`src/rtl/muldiv_pkg.sv`:
```
// Shared types and constants for the iterative RV32M multiply/divide unit.
package muldiv_pkg;

    localparam int unsigned XLEN  = 32;
    localparam int unsigned CNT_W = 5;

    typedef enum logic [1:0] {
        IDLE  = 2'd0,
        CALC  = 2'd1,
        FIXUP = 2'd2,
        DONE  = 2'd3
    } md_state_e;

    localparam logic [2:0] MD_MUL    = 3'b000;
    localparam logic [2:0] MD_MULH   = 3'b001;
    localparam logic [2:0] MD_MULHSU = 3'b010;
    localparam logic [2:0] MD_MULHU  = 3'b011;
    localparam logic [2:0] MD_DIV    = 3'b100;
    localparam logic [2:0] MD_DIVU   = 3'b101;
    localparam logic [2:0] MD_REM    = 3'b110;
    localparam logic [2:0] MD_REMU   = 3'b111;

    localparam logic [XLEN-1:0] DIV0_QUOT = 32'hFFFF_FFFF;
    localparam logic [XLEN-1:0] INT_MIN   = 32'h8000_0000;

endpackage

```
`src/rtl/muldiv_unit.sv`:
```
// Iterative RV32M multiply/divide: sign-magnitude operands, one bit per cycle
// through a shared 64-bit accumulator, sign fixup, then a one-cycle valid result.
module muldiv_unit
    import muldiv_pkg::*;
(
    input  logic            clk,
    input  logic            rst_n,
    input  logic            StartE,
    input  logic            FlushE,
    input  logic [XLEN-1:0] SrcAE,
    input  logic [XLEN-1:0] SrcBE,
    input  logic [2:0]      funct3E,
    output logic            StallMD,
    output logic            MulDivValidE,
    output logic [XLEN-1:0] MulDivResultE
);

    md_state_e         state_q, state_d;
    logic [CNT_W-1:0]  count_q, count_d;
    logic [2:0]        op_q, op_d;
    logic              neg_q, neg_d;
    logic [XLEN-1:0]   opa_q, opa_d;
    logic [2*XLEN-1:0] acc_q, acc_d;
    logic [XLEN-1:0]   result_q, result_d;
    logic              valid_q, valid_d;

    // Operand decode at issue time
    logic            is_div, a_signed, b_signed, sign_a, sign_b;
    logic            div_zero, div_ovf;
    logic [XLEN-1:0] mag_a, mag_b;

    assign is_div   = funct3E[2];
    assign a_signed = is_div ? ~funct3E[0] : (funct3E != MD_MULHU);
    assign b_signed = is_div ? ~funct3E[0] : (funct3E == MD_MULH);
    assign sign_a   = a_signed & SrcAE[XLEN-1];
    assign sign_b   = b_signed & SrcBE[XLEN-1];
    assign mag_a    = sign_a ? -SrcAE : SrcAE;
    assign mag_b    = sign_b ? -SrcBE : SrcBE;
    assign div_zero = is_div && (SrcBE == '0);
    assign div_ovf  = is_div && !funct3E[0] && (SrcAE == INT_MIN) && (SrcBE == '1);

    // One shift-add multiply step: acc = {partial product, remaining multiplier bits}
    logic [XLEN:0]     mul_sum;
    logic [2*XLEN-1:0] mul_next;

    assign mul_sum  = {1'b0, acc_q[2*XLEN-1:XLEN]} + (acc_q[0] ? {1'b0, opa_q} : (XLEN+1)'(0));
    assign mul_next = {mul_sum, acc_q[XLEN-1:1]};

    // One restoring divide step: acc = {remainder, dividend/quotient shift register}
    logic [XLEN:0]     div_part, div_diff;
    logic              div_ge;
    logic [XLEN-1:0]   div_rem;
    logic [2*XLEN-1:0] div_next;

    assign div_part = {acc_q[2*XLEN-1:XLEN], acc_q[XLEN-1]};
    assign div_diff = div_part - {1'b0, opa_q};
    assign div_ge   = div_part >= {1'b0, opa_q};
    assign div_rem  = div_ge ? div_diff[XLEN-1:0] : div_part[XLEN-1:0];
    assign div_next = {div_rem, acc_q[XLEN-2:0], div_ge};

    // Sign fixup and word select
    logic [2*XLEN-1:0] prod_fix;
    logic [XLEN-1:0]   quot_fix, rem_fix, fix_result;

    assign prod_fix = neg_q ? -acc_q : acc_q;
    assign quot_fix = neg_q ? -acc_q[XLEN-1:0] : acc_q[XLEN-1:0];
    assign rem_fix  = neg_q ? -acc_q[2*XLEN-1:XLEN] : acc_q[2*XLEN-1:XLEN];

    always_comb begin
        fix_result = quot_fix;
        case (op_q)
            MD_MUL:                        fix_result = prod_fix[XLEN-1:0];
            MD_MULH, MD_MULHSU, MD_MULHU:  fix_result = prod_fix[2*XLEN-1:XLEN];
            MD_REM, MD_REMU:               fix_result = rem_fix;
            default:                       fix_result = quot_fix;
        endcase
    end

    always_ff @(posedge clk or negedge rst_n) begin
        if (!rst_n) begin
            state_q  <= IDLE;
            count_q  <= '0;
            op_q     <= '0;
            neg_q    <= 1'b0;
            opa_q    <= '0;
            acc_q    <= '0;
            result_q <= '0;
            valid_q  <= 1'b0;
        end else begin
            state_q  <= state_d;
            count_q  <= count_d;
            op_q     <= op_d;
            neg_q    <= neg_d;
            opa_q    <= opa_d;
            acc_q    <= acc_d;
            result_q <= result_d;
            valid_q  <= valid_d;
        end
    end

    always_comb begin
        state_d  = state_q;
        count_d  = count_q;
        op_d     = op_q;
        neg_d    = neg_q;
        opa_d    = opa_q;
        acc_d    = acc_q;
        result_d = result_q;
        valid_d  = 1'b0;
        StallMD  = 1'b0;

        case (state_q)
            IDLE: begin
                if (StartE && !FlushE) begin
                    StallMD = 1'b1;
                    op_d    = funct3E;
                    if (div_zero) begin
                        result_d = funct3E[1] ? SrcAE : DIV0_QUOT;
                        state_d  = DONE;
                    end else if (div_ovf) begin
                        result_d = funct3E[1] ? '0 : INT_MIN;
                        state_d  = DONE;
                    end else begin
                        neg_d   = (is_div && funct3E[1]) ? sign_a : (sign_a ^ sign_b);
                        opa_d   = is_div ? mag_b : mag_a;
                        acc_d   = {{XLEN{1'b0}}, is_div ? mag_a : mag_b};
                        count_d = CNT_W'(31);
                        state_d = CALC;
                    end
                end
            end
            CALC: begin
                StallMD = 1'b1;
                acc_d   = op_q[2] ? div_next : mul_next;
                count_d = count_q - CNT_W'(1);
                if (count_q == '0) begin
                    state_d = FIXUP;
                end
            end
            FIXUP: begin
                StallMD  = 1'b1;
                result_d = fix_result;
                state_d  = DONE;
            end
            DONE: begin
                state_d = IDLE;
            end
            default: begin
                state_d = IDLE;
            end
        endcase

        // Flush wins over everything, including a start in the same cycle
        if (FlushE) begin
            state_d  = IDLE;
            result_d = result_q;
        end
        valid_d = (state_d == DONE);
    end

    assign MulDivValidE  = valid_q;
    assign MulDivResultE = result_q;

endmodule

```
`config.mk`:
```
export PLATFORM = sky130hd
export DESIGN_NAME = muldiv_unit
export DESIGN_NICKNAME = d
export VERILOG_FILES = /design/src/rtl/muldiv_pkg.sv /design/src/rtl/muldiv_unit.sv
export SDC_FILE = /design/constraint.sdc
export NUM_CORES = 1
export LEC_CHECK = 0
export CORE_MARGIN = 1
export CORE_UTILIZATION = 60
export CTS_BUF_LIST = sky130_fd_sc_hd__clkbuf_4 sky130_fd_sc_hd__clkbuf_8
export CTS_CLUSTER_DIAMETER = 50
export DETAILED_ROUTE_END_ITERATION = 12
export GPL_TIMING_DRIVEN = 0
export PLACE_DENSITY = 0.81
export SLEW_MARGIN = 0
export SYNTH_ARGS = -nofsm -noshare
export SYNTH_HDL_FRONTEND = slang
export SYNTH_SLANG_ARGS = --single-unit
export TNS_END_PERCENT = 30
```
`constraint.sdc`:
```
create_clock -name clk -period 4.95 [get_ports clk]
set_input_delay 0.7425 -clock clk [delete_from_list [all_inputs] [get_ports clk]]
set_output_delay 0.7425 -clock clk [all_outputs]
set_load 0.01 [all_outputs]
```
==> reports/results.ini <==
[job]
cap_viol_max_count=0

[timing]
fmax_mhz=203
setup_viol_count_final=0
clock_skew_ps=39.5
finalCriticalPeriod_ps=4930
final.period_utilization_pct=99.6
final_hold_viol_count=0
grt_setup_unrepaired=false
worst_slew_pin_slew_ps=1110
maxSlewHeadroom_pct=25.7
hold_ws_ps=165
final-max-slew-violation-count=0
tns_ps=0

[drt]
drt_iter0_drc=2560
route.vias.total=17600
routedWlPerCell_um=26.4
dr.pass1.iters=8
drcViolationCount=0
wirelength_um=64800
antenna_left=0
vias_per_cell=7.17

[setup_path]
r2r-end=acc_q[56]
critical_path_buf_inv_count=2
cp.required_ps=5320
cp_cell_sequence=clkdlybuf4s50_1 > nor4_1 > nand4_1 > or4_1 > o211ai_2 > o21ai_2 > nand2_1 > nor2_1 > clkbuf_1 > a22oi_1 > o21ai_0
reg2reg_depth=13
path_delay_family=simple AND/OR/NAND/NOR gates
crit_path_start_kind=primary input
cpPeakStageDelay_ps=680
r2r_slack_ps=330
endpoint_kind=flop
critical_path.max_fanout=10
r2r_start=acc_q[0]
critPathSlowestCell=nor4_1
critPathKind=primary input to flop
cp.arrival_ps=5300

[floorplan]
initial_utilization_pct=61.3
io_pins=105
core_area_um2=24300
fp.dieArea_um2=25500
fp.dieW_um=160
die_h_um=160
rows=57

[grt]
antenna_found_initial=1
grt_usage_pct=50.4
grt_start_max_net_pins=88
grt_pass1_wl_um=97100
use_met3_pct=16.3
grtUsageMet1_pct=64.7
top_usage_layer=met2
use_met2_pct=72.9
first_global_vias=16300
overflow=0

[synthesis]
synth_ff_type=dfrtp_1
synth-edff-count=0
synth_area_um2=14900
syn-instance-count=1995
avgSynthCellArea_um2=7.47
syn_nets=2143
yosys_warnings=0
ys_ff_latch=140
ys_seq_area_share_pct=23.5
synth_cell_types=84
synthArstFlopShare_pct=100

[finish]
area_growth_pct=12.8
final_common_cell=nor2_1
multi_input_area_um2=10600
finalNetCount=2267
ff_latch_area_um2=3500
design_area_um2=16800
diodes=0
drive_above_1_share_pct=5.25
n_fill_cell=2042
fin_cells=2456
layout_common_cells=nor2_1 (234), a21oi_1 (203), o21ai_0 (173)

[placement]
place_congestion=1.11
placed_area_um2=16400
hpwl_um=49800
dp.cells=2424
io_buffers=104

[clock_network]
cts_buffer_depth=2
cts_sinks=140
cts_hold_buffers=0
cts_inserted_buffers=17
clkSlewWorstSetupHoldPaths_ps=140
cts_tree=built
htreeDepth=4
post_cts_buffers=0
clkLatencyLatePin_ps=510
cts_root_buf=clkbuf_8

[power]
pwr-share-comb_pct=73.3
leakage_nw=6.86
ir_drop_mv=0.351
power.total_mw=12.3
seq_power_share_pct=18.3
p_int_mw=5.13
powerDensity_nw_per_um2=732
power_switching_mw=7.19
clkPwrFrac_pct=8.5
p_sw_share_pct=58.3

[min_path]
hold_path.class=primary input to asynchronous set/reset pin

[outcome]
status=complete, no violations

-- area by class of cell --
| type | instances | area share [%] |
|---|---|---|
| tap | 324 | 2.41 |
| buffer | 127 | 2.97 |
| sequential | 140 | 20.8 |
| clock inverter | 15 | 1.14 |
| timing repair buffer | 105 | 6.36 |
| clock buffer | 17 | 1.39 |
| inverter | 82 | 1.83 |
| multi-input combinational | 1646 | 63.1 |
-- cell usage after synthesis, drive strengths merged (5+ instances only) --
library cell	n	area share (%)
o221ai	21	1.2
nor3	43	1.5
o211a	5	0.34
a32o	6	0.40
xnor2	90	5.3
and3	8	0.37
o211ai	29	1.5
o21bai	6	0.30
nor4	19	1.1
nand4	17	0.71
a211oi	42	2.1
or2	14	0.59
mux2	30	2.3
a22oi	14	0.71
a21o	25	1.3
xor2	81	4.8
or3	25	1.1
or4	20	1.1
o21ai	185	6.2
dfrtp	140	24
inv	80	2.0
mux2i	21	1.4
a41oi	5	0.29
a221oi	8	0.47
a221o	5	0.34
o21a	12	0.60
nand2	167	4.2
o41ai	16	1.1
nor2	234	5.9
nand3b	6	0.30
clkbuf	109	2.7
buf	18	0.60
and2	12	0.50
nor2b	5	0.21
a21oi	203	6.8
o22ai	11	0.46
o31ai	38	2.0
nand2b	17	0.71
ha	75	6.3
nand3	40	1.3
nor3b	5	0.25
o2111ai	5	0.29
a31oi	22	0.92
-- metal layers --
layer / share of wire (%) / up-vias
met5: 0.015 / -
met2: 41 / 1519
met4: 7.0 / 2
li1: - / 7594
met3: 15 / 314
met1: 37 / 8177
-- power groups by stage --
stage	registers (mW)	clock network, mW	logic (mW)
3_5_place_dp	2.21	0	8.49
3_3_place_gp	2.19	0	8.35
4_1_cts	2.19	1.02	8.56
6_report	2.25	1.04	9.02
5_1_grt	2.27	1.06	9.57
2_1_floorplan	2.00	0	5.94
-- how the worst max path moves through the flow --
| stage | startpoint | to | slack [ps] | cells after the start |
|---|---|---|---|---|
| after detailed placement | SrcAE[19] | acc_q[35] | -100 | 11 |
| after global placement | rst_n | MulDivValidE | -2510 | 1 |
| final | SrcAE[25] | acc_q[35] | 20 | 11 |
| after global routing | acc_q[0] | acc_q[56] | 130 | 13 |
| after CTS | acc_q[0] | acc_q[60] | 290 | 13 |
| after floorplan | acc_q[0] | acc_q[60] | 1510 | 13 |
-- sequential cells by signal, indices dropped and copies added, names as in the netlist --
name and count:
op_q 3, opa_q 32, acc_q 64, state_q 2, MulDivValidE 1, neg_q 1, MulDivResultE 32, count_q 5
-- worst register-to-register path, stage by stage (launching register included) --
cell       delay (ps)
dfrtp_1           480
inv_1             270
clkbuf_1          420
nor2_1            110
ha_1              380
o211ai_1          120
o21ai_0           520
o2111ai_1         420
a211o_1           430
a311oi_2          470
a21boi_0          220
xnor2_1           390
o211ai_1          150
a22oi_1           180
-- timing repair --
item,4_1_cts,5_1_grt
gates resized for setup,0,1
endpoints found under the setup margin,0,4
endpoints found under the hold margin,0,0
-- per-stage QoR --
stage          utilization, %  worst slack (ps)
2_1_floorplan               -              1510
3_3_place_gp             67.2             -2510
3_5_place_dp             67.4             -95.3
4_1_cts                  69.1               288
5_1_grt                  69.1               127
6_report                 69.1              20.2
-- kinds of logic (layout without fill, tap and decap cells) --
| group | Yosys count | count (layout) | share of synthesized area (%) |
|---|---|---|---|
| multiplexers | 51 | 51 | 3.68 |
| flip-flops | 140 | 140 | 23.5 |
| XOR/XNOR | 171 | 171 | 10.0 |
| AND/OR/NAND/NOR | 646 | 646 | 20.8 |
| buffers and inverters | 209 | 346 | 5.41 |
| adder cells (fa/ha/maj) | 77 | 77 | 6.56 |
| AO/OA/AOI/OAI | 701 | 701 | 30.0 |
No activity file was read; power rests on OpenSTA's default activity.
